==> src/rtl/ex_mem_stage.sv <==
// EX/MEM pipeline boundary: a two-entry skid buffer between ALU and memory stage,
// with branch resolution for fetch and a count of instructions handed to MEM.
module ex_mem_stage #(
    parameter int DATA_W = 32,
    parameter int REG_AW = 5,
    parameter int CNT_W  = 32
) (
    input  logic              clk,
    input  logic              rst,
    input  logic              EX_valid,
    output logic              EX_ready,
    input  logic [DATA_W-1:0] EX_alu_out,
    input  logic              EX_alu_zero,
    input  logic [DATA_W-1:0] EX_rd2,
    input  logic [REG_AW-1:0] EX_wr_reg,
    input  logic              EX_reg_write,
    input  logic              EX_mem_read,
    input  logic              EX_mem_write,
    input  logic              EX_mem_to_reg,
    input  logic              EX_branch,
    input  logic [DATA_W-1:0] EX_branch_target,
    input  logic              EX_flush,
    output logic              MEM_valid,
    input  logic              MEM_ready,
    output logic [DATA_W-1:0] MEM_alu_out,
    output logic [DATA_W-1:0] MEM_rd2,
    output logic [DATA_W-1:0] MEM_branch_target,
    output logic              MEM_alu_zero,
    output logic              MEM_reg_write,
    output logic              MEM_mem_read,
    output logic              MEM_mem_write,
    output logic              MEM_mem_to_reg,
    output logic              MEM_branch,
    output logic [REG_AW-1:0] MEM_wr_reg,
    output logic              MEM_pc_src,
    output logic [CNT_W-1:0]  MEM_xfer_count
);

    typedef struct packed {
        logic [DATA_W-1:0] alu_out;
        logic              alu_zero;
        logic [DATA_W-1:0] rd2;
        logic [REG_AW-1:0] wr_reg;
        logic              reg_write;
        logic              mem_read;
        logic              mem_write;
        logic              mem_to_reg;
        logic              branch;
        logic [DATA_W-1:0] branch_target;
    } payload_t;

    payload_t             in_pl;
    payload_t             main_pl;
    payload_t             skid_pl;
    logic                 main_vld;
    logic                 skid_vld;
    logic [CNT_W-1:0]     xfer_cnt;
    logic                 in_fire;
    logic                 out_fire;

    assign in_pl = '{
        alu_out:       EX_alu_out,
        alu_zero:      EX_alu_zero,
        rd2:           EX_rd2,
        wr_reg:        EX_wr_reg,
        reg_write:     EX_reg_write,
        mem_read:      EX_mem_read,
        mem_write:     EX_mem_write,
        mem_to_reg:    EX_mem_to_reg,
        branch:        EX_branch,
        branch_target: EX_branch_target
    };

    // Ready comes straight from the skid valid flop, so a MEM stall never reaches EX combinationally.
    assign EX_ready = ~skid_vld;
    assign in_fire  = EX_valid & EX_ready;
    assign out_fire = main_vld & MEM_ready;

    always_ff @(posedge clk or posedge rst) begin
        if (rst) begin
            main_vld <= 1'b0;
            skid_vld <= 1'b0;
            main_pl  <= '0;
            skid_pl  <= '0;
            xfer_cnt <= '0;
        end else begin
            if (out_fire) begin
                xfer_cnt <= xfer_cnt + 1'b1;
            end
            // Flush kills everything held and arriving; a departing entry has already left.
            if (EX_flush) begin
                main_vld <= 1'b0;
                skid_vld <= 1'b0;
            end else if (!main_vld || out_fire) begin
                if (skid_vld) begin
                    main_pl  <= skid_pl;
                    main_vld <= 1'b1;
                    skid_vld <= 1'b0;
                end else if (in_fire) begin
                    main_pl  <= in_pl;
                    main_vld <= 1'b1;
                end else begin
                    main_vld <= 1'b0;
                end
            end else if (in_fire) begin
                skid_pl  <= in_pl;
                skid_vld <= 1'b1;
            end
        end
    end

    assign MEM_valid         = main_vld;
    assign MEM_alu_out       = main_pl.alu_out;
    assign MEM_alu_zero      = main_pl.alu_zero;
    assign MEM_rd2           = main_pl.rd2;
    assign MEM_wr_reg        = main_pl.wr_reg;
    assign MEM_reg_write     = main_pl.reg_write;
    assign MEM_mem_read      = main_pl.mem_read;
    assign MEM_mem_write     = main_pl.mem_write;
    assign MEM_mem_to_reg    = main_pl.mem_to_reg;
    assign MEM_branch        = main_pl.branch;
    assign MEM_branch_target = main_pl.branch_target;
    assign MEM_pc_src        = main_vld & main_pl.branch & main_pl.alu_zero;
    assign MEM_xfer_count    = xfer_cnt;

endmodule

==> config.mk <==
export PLATFORM = sky130hd
export DESIGN_NAME = ex_mem_stage
export DESIGN_NICKNAME = d
export VERILOG_FILES = /design/src/rtl/ex_mem_stage.sv
export SDC_FILE = /design/constraint.sdc
export NUM_CORES = 1
export LEC_CHECK = 0
export CELL_PAD_IN_SITES_DETAIL_PLACEMENT = 0
export CELL_PAD_IN_SITES_GLOBAL_PLACEMENT = 2
export CORE_UTILIZATION = 32
export DETAILED_ROUTE_END_ITERATION = 7
export PLACE_DENSITY_LB_ADDON = 0.3
export SLEW_MARGIN = 20
export SYNTH_ARGS = -nofsm -noshare
export SYNTH_HDL_FRONTEND = slang
export SYNTH_SLANG_ARGS = --single-unit
==> constraint.sdc <==
create_clock -name clk -period 10.1 [get_ports clk]
set_input_delay 1.01 -clock clk [delete_from_list [all_inputs] [get_ports clk]]
set_output_delay 1.01 -clock clk [all_outputs]
set_load 0.01 [all_outputs]
==> metrics.txt, run 1 <==
# TYPE chip_impl_metric gauge
chip_impl_info{name="run_status",value="finished, final reports clean"} 1
chip_impl_metric{name="floorplan.initialDensity",unit="%"} 32.7
chip_impl_metric{name="first_global_vias",unit=""} 7016
chip_impl_metric{name="routed_wirelength",unit="µm"} 24800
chip_impl_metric{name="power_frac_comb",unit="%"} 17.6
chip_impl_metric{name="gp_routability_congestion",unit=""} 0.693
chip_impl_metric{name="clkTransAtPathRegs",unit="ns"} 0.06
chip_impl_metric{name="data_required_time_at_the_worst_endpoint",unit="ns"} 10.47
chip_impl_metric{name="grt_antenna_before_repair",unit=""} 4
chip_impl_metric{name="vias_per_cell",unit=""} 4.69
chip_impl_metric{name="fin_crit_sh",unit="%"} 34.5
chip_impl_info{name="timing.critical_path.from_type",value="register"} 1
chip_impl_metric{name="max_fanout_on_critical_path",unit=""} 108
chip_impl_info{name="synth_most_common_cell",value="sky130_fd_sc_hd__dfrtp_1"} 1
chip_impl_metric{name="floorplan.rows",unit=""} 65
chip_impl_metric{name="cts-htree-levels",unit=""} 1
chip_impl_metric{name="timing.final.hold_violations",unit=""} 0
chip_impl_metric{name="slew_viol_final",unit=""} 0
chip_impl_metric{name="syn-num-nets",unit=""} 940
chip_impl_metric{name="final_design_area_no_fill",unit="mm²"} 0.0143
chip_impl_metric{name="synth_enable_flop_cells",unit=""} 0
chip_impl_metric{name="layout_area_overhead",unit="%"} 37.8
chip_impl_metric{name="synth_seq_cells",unit=""} 248
chip_impl_metric{name="postCtsResizedCells",unit=""} 0
chip_impl_metric{name="netlist_area",unit="mm²"} 0.0104
chip_impl_metric{name="post_route_ant_nets",unit=""} 0
chip_impl_metric{name="grt.total_usage",unit="%"} 15.2
chip_impl_info{name="grt_setup_unrepaired",value="false"} 1
chip_impl_metric{name="clock_power_share",unit="%"} 38.2
chip_impl_info{name="yosysTopAreaCell",value="sky130_fd_sc_hd__dfrtp_1"} 1
chip_impl_info{name="timing_worst_setup_path_type",value="register to register"} 1
chip_impl_metric{name="vdd.ir_drop.worst",unit="V"} 0.000123
chip_impl_metric{name="largest_register_ff_count",unit=""} 107
chip_impl_metric{name="grt_max_degree",unit=""} 122
chip_impl_info{name="reg_with_most_ffs",value="skid_pl"} 1
chip_impl_info{name="hold_path_class",value="register to register"} 1
chip_impl_metric{name="maxClockFrequency",unit="GHz"} 0.287
chip_impl_metric{name="timing.slew.headroom",unit="%"} 26.8
chip_impl_metric{name="floorplan.die_area",unit="mm²"} 0.0332
chip_impl_metric{name="tritoncts_sinks",unit=""} 248
chip_impl_metric{name="timing.final.setup_violations",unit=""} 0
chip_impl_metric{name="detail_route.iter0.violations",unit=""} 278
chip_impl_metric{name="net-switching-power",unit="mW"} 0.717
chip_impl_metric{name="wire_per_inst",unit="µm"} 16.6
chip_impl_info{name="synth_ff_type",value="sky130_fd_sc_hd__dfrtp_1"} 1
chip_impl_metric{name="synth.top_cell.area_share",unit="%"} 59.8
chip_impl_metric{name="post_synth_num_cell_types",unit=""} 33
chip_impl_metric{name="finalWorstPathRequiredPeriod",unit="ns"} 3.48
chip_impl_metric{name="cellInternalPower",unit="mW"} 2.21
chip_impl_info{name="clock_tree_root_driver_cell",value="sky130_fd_sc_hd__clkbuf_16"} 1
chip_impl_metric{name="cts_made_buffers",unit=""} 29
chip_impl_metric{name="seq_area_frac_synth",unit="%"} 59.8
chip_impl_metric{name="fp.dieH",unit="µm"} 182
chip_impl_metric{name="cts_setup_buffers",unit=""} 0
chip_impl_metric{name="power.switching_fraction",unit="%"} 24.5
chip_impl_metric{name="globalRoute.totalOverflow",unit=""} 0
chip_impl_metric{name="skew_pair_late_insertion_delay",unit="ns"} 0.54
chip_impl_metric{name="setup_clock_skew_after_layout",unit="ns"} 0.0114
chip_impl_metric{name="reg2reg_slack",unit="ns"} 6.62
chip_impl_metric{name="max-cap-violations",unit=""} 0
chip_impl_metric{name="final_net_count",unit=""} 1184
chip_impl_metric{name="grt_first_pass_wirelength",unit="µm"} 40000
chip_impl_metric{name="seqPwrFrac",unit="%"} 44.2
chip_impl_metric{name="netlist_instances",unit=""} 827
chip_impl_metric{name="chipWidth",unit="µm"} 182
chip_impl_metric{name="async_flop_share",unit="%"} 100
chip_impl_metric{name="io_buffers",unit=""} 253
chip_impl_metric{name="cts_max_path_buffers",unit=""} 3
chip_impl_metric{name="arrival",unit="ns"} 3.85
chip_impl_metric{name="cts_hold_buf",unit=""} 0
chip_impl_metric{name="setup_tns",unit="ns"} 0
chip_impl_metric{name="power_density",unit="mW/mm²"} 204
chip_impl_metric{name="ys_warn_count",unit=""} 0
chip_impl_metric{name="boundaryPins",unit=""} 254
chip_impl_metric{name="drive_gt1_share",unit="%"} 14.2
chip_impl_metric{name="detailed_router_iteration_count_before_antenna_repair",unit=""} 4
chip_impl_metric{name="drc_errors",unit=""} 0
chip_impl_metric{name="final.fill_count",unit=""} 2978
chip_impl_metric{name="power.leakage",unit="nW"} 5.80
chip_impl_metric{name="place.detailed.hpwl",unit="µm"} 15900
chip_impl_info{name="top_post_synthesis_cells_by_area",value="sky130_fd_sc_hd__dfrtp_1, sky130_fd_sc_hd__mux2i_1, sky130_fd_sc_hd__mux2_2"} 1
chip_impl_info{name="yosys-top-cells-count",value="sky130_fd_sc_hd__dfrtp_1, sky130_fd_sc_hd__nor2_1, sky130_fd_sc_hd__a21oi_1, sky130_fd_sc_hd__mux2i_1, sky130_fd_sc_hd__mux2_2"} 1
chip_impl_info{name="cts_tree",value="done"} 1
chip_impl_metric{name="num_vias",unit=""} 7007
chip_impl_metric{name="worst-slew-pin-transition",unit="ns"} 1.10
chip_impl_metric{name="post_synth.cell_area_avg",unit="µm²"} 12.6
chip_impl_metric{name="core-area",unit="mm²"} 0.0317
chip_impl_metric{name="postPlaceCellArea",unit="mm²"} 0.0133
chip_impl_info{name="critical_path.endpoint_type",value="register"} 1
==> cell type report <==
class / count / area (µm²) / area share (%)
sequential: 248 / 6210 / 43.4
multi-input combinational: 528 / 3940 / 27.6
timing repair buffer: 260 / 2590 / 18.1
clock buffer: 42 / 865 / 6.04
tap: 402 / 503 / 3.52
clock inverter: 8 / 165 / 1.15
inverter: 4 / 22.5 / 0.157
antenna: 2 / 5.00 / 0.0350
==> power groups by stage <==
stage	registers [mW]	logic (mW)	clock network, mW
floorplan	1.33	0.224	0
global placement	1.31	0.515	0
detailed placement	1.31	0.524	0
CTS	1.30	0.525	1.16
global route	1.32	0.565	1.19
finish	1.29	0.514	1.12
==> worst max-delay path, stage by stage (launching register included) <==
cell,delay [ns]
sky130_fd_sc_hd__dfrtp_4,1.01
sky130_fd_sc_hd__buf_4,0.89
sky130_fd_sc_hd__nor2_1,0.25
sky130_fd_sc_hd__nor3_4,0.22
sky130_fd_sc_hd__buf_6,0.55
sky130_fd_sc_hd__a21oi_1,0.17
==> routing by layer <==
layer	up-vias	track usage (%)	wire (µm)
met5	-	0	0
li1	3377	-	-
met1	3420	20.5	11200
met4	0	4.81	695
met3	39	4.19	1710
met2	171	23.5	11100
==> through the flow <==
step                      total power [mW]  instances  util, %  hold slack [ns]  setup WS, ns
after CTS                             2.98       1492     45.1            0.482          6.23
after global routing                  3.08       1493     45.1            0.497          6.21
after global placement                1.82       1442     41.8            0.462          6.26
after floorplan                       1.55        827        -            0.464          2.28
after detailed placement              1.84       1442     41.8            0.471          6.24
final                                 2.92       1494     45.1            0.476          6.62
==> cells in the final DEF, fill, tap and decap left out, types with 5 or more instances in the layout <==
| master | count |
|---|---|
| sky130_fd_sc_hd__mux2_1 | 16 |
| sky130_fd_sc_hd__buf_4 | 5 |
| sky130_fd_sc_hd__nand3_1 | 14 |
| sky130_fd_sc_hd__xor2_1 | 8 |
| sky130_fd_sc_hd__clkdlybuf4s50_1 | 253 |
| sky130_fd_sc_hd__nor2_1 | 116 |
| sky130_fd_sc_hd__and3_1 | 5 |
| sky130_fd_sc_hd__nand2_1 | 8 |
| sky130_fd_sc_hd__clkbuf_8 | 9 |
| sky130_fd_sc_hd__mux2_2 | 92 |
| sky130_fd_sc_hd__bufinv_16 | 5 |
| sky130_fd_sc_hd__mux2i_1 | 107 |
| sky130_fd_sc_hd__nand4_1 | 10 |
| sky130_fd_sc_hd__xnor2_1 | 23 |
| sky130_fd_sc_hd__dfrtp_1 | 247 |
| sky130_fd_sc_hd__a21oi_1 | 108 |
| sky130_fd_sc_hd__clkbuf_16 | 29 |
==> cell families after synthesis <==
group,synth area share [%]
multiplexers,22.0
XOR/XNOR,2.61
buffers and inverters,2.40
AND/OR/NAND/NOR,7.87
AO/OA/AOI/OAI,5.21
flip-flops,59.8
adder cells (fa/ha/maj),0.120
==> final timing paths <==
check,from,to,depth (start not counted)
min,MEM_xfer_count[31]$_DFFE_PP0P_,MEM_xfer_count[31]$_DFFE_PP0P_,1
max in group asynchronous,rst,skid_pl[72]$_DFFE_PP0P_,3
min in group asynchronous,rst,MEM_xfer_count[21]$_DFFE_PP0P_,2
max reg2reg,skid_vld$_DFFE_PP0P_,MEM_alu_out[18]$_DFFE_PP0P_,5
min reg2reg,MEM_xfer_count[31]$_DFFE_PP0P_,MEM_xfer_count[31]$_DFFE_PP0P_,1
max,skid_vld$_DFFE_PP0P_,MEM_alu_out[18]$_DFFE_PP0P_,5
(Power assumes the default switching activity.)
==> inputs of run 2 (changes only) <==
Clock period 10.1 ns to 3.61 ns, I/O delays scaled along.
==> metrics.txt, run 2 (synthesis gave the netlist of run 1 again) <==
# TYPE chip_impl_metric gauge
chip_impl_metric{name="power_frac_comb",unit="%"} 18.4
chip_impl_info{name="critical_path.endpoint_type",value="output pin"} 1
chip_impl_metric{name="final_design_area_no_fill",unit="mm²"} 0.0143
chip_impl_metric{name="drive_gt1_share",unit="%"} 14.2
chip_impl_metric{name="fin_crit_sh",unit="%"} 72.3
chip_impl_metric{name="postPlaceCellArea",unit="mm²"} 0.0134
chip_impl_info{name="critical_path.slowest_cell",value="sky130_fd_sc_hd__buf_12"} 1
chip_impl_info{name="timing.critical_path.from_type",value="register"} 1
chip_impl_metric{name="slew_viol_final",unit=""} 0
chip_impl_metric{name="grt_antenna_before_repair",unit=""} 3
chip_impl_metric{name="data_required_time_at_the_worst_endpoint",unit="ns"} 3.25
chip_impl_metric{name="timing.final.hold_violations",unit=""} 0
chip_impl_metric{name="core-area",unit="mm²"} 0.0317
chip_impl_metric{name="place.detailed.hpwl",unit="µm"} 16200
chip_impl_metric{name="power.switching_fraction",unit="%"} 25.1
chip_impl_metric{name="routed_wirelength",unit="µm"} 24900
chip_impl_metric{name="drc_errors",unit=""} 0
chip_impl_metric{name="multiInputGateArea",unit="mm²"} 0.00394
chip_impl_info{name="cts_tree",value="done"} 1
chip_impl_metric{name="setup_clock_skew_after_layout",unit="ns"} 0.0174
chip_impl_metric{name="grt_max_degree",unit=""} 119
chip_impl_metric{name="io_buffers",unit=""} 253
chip_impl_info{name="commonest_non_fill_non_tap_cell_in_the_layout",value="sky130_fd_sc_hd__clkdlybuf4s50_1"} 1
chip_impl_metric{name="layout.cells.non_filler",unit=""} 1498
chip_impl_metric{name="detailed_router_iteration_count_before_antenna_repair",unit=""} 4
chip_impl_metric{name="seqPwrFrac",unit="%"} 45.4
chip_impl_metric{name="worst-slew-pin-transition",unit="ns"} 0.908
chip_impl_metric{name="cellInternalPower",unit="mW"} 5.97
chip_impl_metric{name="cts_setup_buffers",unit=""} 0
chip_impl_metric{name="cts_max_path_buffers",unit=""} 3
chip_impl_metric{name="chipWidth",unit="µm"} 182
chip_impl_metric{name="floorplan.initialDensity",unit="%"} 32.7
chip_impl_metric{name="crit_buf_inv",unit=""} 3
chip_impl_metric{name="finalWorstPathRequiredPeriod",unit="ns"} 2.61
chip_impl_metric{name="maxClockFrequency",unit="GHz"} 0.383
chip_impl_metric{name="timing.slew.headroom",unit="%"} 39.4
chip_impl_info{name="critPathTopFamily",value="buffers and inverters"} 1
chip_impl_metric{name="net-switching-power",unit="mW"} 2.00
chip_impl_metric{name="layout_area_overhead",unit="%"} 38.2
chip_impl_metric{name="dpl.cell_count",unit=""} 1449
chip_impl_metric{name="first_global_vias",unit=""} 7082
chip_impl_metric{name="power_density",unit="mW/mm²"} 555
chip_impl_metric{name="total_power",unit="mW"} 7.97
chip_impl_info{name="crit_chain",value="buf_12 > inv_1 > clkdlybuf4s50_1"} 1
chip_impl_metric{name="detail_route.iter0.violations",unit=""} 301
chip_impl_info{name="most-common-layout-cells",value="sky130_fd_sc_hd__clkdlybuf4s50_1, sky130_fd_sc_hd__dfrtp_1, sky130_fd_sc_hd__nor2_1"} 1
chip_impl_metric{name="vias_per_cell",unit=""} 4.70
chip_impl_metric{name="tritoncts_sinks",unit=""} 248
chip_impl_metric{name="fp.dieH",unit="µm"} 182
chip_impl_metric{name="skew_pair_late_insertion_delay",unit="ns"} 0.55
chip_impl_metric{name="max_fanout_on_critical_path",unit=""} 109
chip_impl_metric{name="gp_routability_congestion",unit=""} 0.727
chip_impl_metric{name="final.fill_count",unit=""} 2958
chip_impl_metric{name="clock_power_share",unit="%"} 36.2
chip_impl_info{name="clock_tree_root_driver_cell",value="sky130_fd_sc_hd__clkbuf_16"} 1
chip_impl_info{name="grt_setup_unrepaired",value="false"} 1
chip_impl_metric{name="power.leakage",unit="nW"} 5.81
chip_impl_metric{name="final_net_count",unit=""} 1191
chip_impl_metric{name="floorplan.die_area",unit="mm²"} 0.0332
chip_impl_metric{name="wire_per_inst",unit="µm"} 16.6
chip_impl_metric{name="cts-htree-levels",unit=""} 1
chip_impl_metric{name="globalRoute.totalOverflow",unit=""} 0
chip_impl_metric{name="grt_first_pass_wirelength",unit="µm"} 39900
chip_impl_metric{name="post_route_ant_nets",unit=""} 0
chip_impl_metric{name="arrival",unit="ns"} 2.25
chip_impl_metric{name="grt.total_usage",unit="%"} 15.2
chip_impl_info{name="reg_with_most_ffs",value="skid_pl"} 1
chip_impl_metric{name="timing.final.setup_violations",unit=""} 0
chip_impl_info{name="run_status",value="finished, final reports clean"} 1
chip_impl_metric{name="cts_made_buffers",unit=""} 29
chip_impl_metric{name="clkTransAtPathRegs",unit="ns"} 0.06
chip_impl_metric{name="floorplan.rows",unit=""} 65
chip_impl_metric{name="vdd.ir_drop.worst",unit="V"} 0.000345
chip_impl_metric{name="largest_register_ff_count",unit=""} 107
chip_impl_info{name="timing_worst_setup_path_type",value="register to output pin"} 1
chip_impl_metric{name="cts_hold_buf",unit=""} 0
chip_impl_metric{name="critical_path.max_stage_delay",unit="ns"} 0.56
chip_impl_info{name="hold_path_class",value="input pin to async pin"} 1
chip_impl_metric{name="max-cap-violations",unit=""} 0
chip_impl_metric{name="num_vias",unit=""} 7046
chip_impl_metric{name="postCtsResizedCells",unit=""} 0
chip_impl_metric{name="ff_latch_area",unit="mm²"} 0.00621
chip_impl_metric{name="boundaryPins",unit=""} 254
chip_impl_metric{name="post-route-util",unit="%"} 45.2
-- run 2: cell types whose count changed in the layout (fill, tap and decap cells not counted), sizes merged --
cell | previous run | this run
buf | 7 | 14
bufinv | 5 | 3
clkinv | 3 | 2
clkinvlp | 0 | 1
diode | 2 | 1
-- run 2: final timing paths --
kind                                                 from                                to  slack, ns  depth (start not counted)
setup / recovery                     skid_vld$_DFFE_PP0P_                          EX_ready        1.0                          3
hold / removal                                        rst            MEM_rd2[1]$_DFFE_PP0P_       0.34                          2
setup reg to reg                     skid_vld$_DFFE_PP0P_  MEM_branch_target[0]$_DFFE_PP0P_       1.29                          6
hold reg to reg            MEM_xfer_count[31]$_DFFE_PP0P_    MEM_xfer_count[31]$_DFFE_PP0P_       0.46                          1
max in group asynchronous                             rst           skid_pl[35]$_DFFE_PP0P_       2.46                          3
min in group clk                            EX_alu_out[6]           skid_pl[81]$_DFFE_PP0P_       0.43                          2
-- run 2: power groups by stage --
stage / registers (mW) / clock network [mW] / logic, mW
after floorplan: 3.71 / 0 / 0.628
after global placement: 3.65 / 0 / 1.46
after detailed placement: 3.67 / 0 / 1.48
after CTS: 3.62 / 2.99 / 1.49
after global routing: 3.69 / 3.11 / 1.60
final: 3.62 / 2.89 / 1.46
-- run 2: area by class of cell --
type	instances	area share, %
Antenna cell	1	0.0174
Clock buffer	42	5.75
Clock inverter	6	0.759
Inverter	4	0.131
Multi-Input combinational cell	528	27.5
Sequential cell	248	43.3
Tap cell	402	3.51
Timing Repair Buffer	267	19.1
-- run 2: routing by layer --
metal / GRT usage, % / vias up / routed length (µm)
li1: - / 3398 / -
met1: 20.6 / 3425 / 11400
met2: 23.6 / 187 / 11200
met3: 4.61 / 34 / 1790
met4: 3.76 / 2 / 519
met5: 0 / - / 14
-- run 2: through the flow --
| step | hold WS [ns] | setup WS, ns | setup TNS (ns) |
|---|---|---|---|
| after floorplan | 0.424 | -0.0107 | -2.66 |
| after global routing | 0.376 | 0.872 | 0 |
| after CTS | 0.340 | 0.965 | 0 |
| after global placement | 0.460 | 1.21 | 0 |
| after detailed placement | 0.464 | 1.17 | 0 |
| final | 0.337 | 0.999 | 0 |
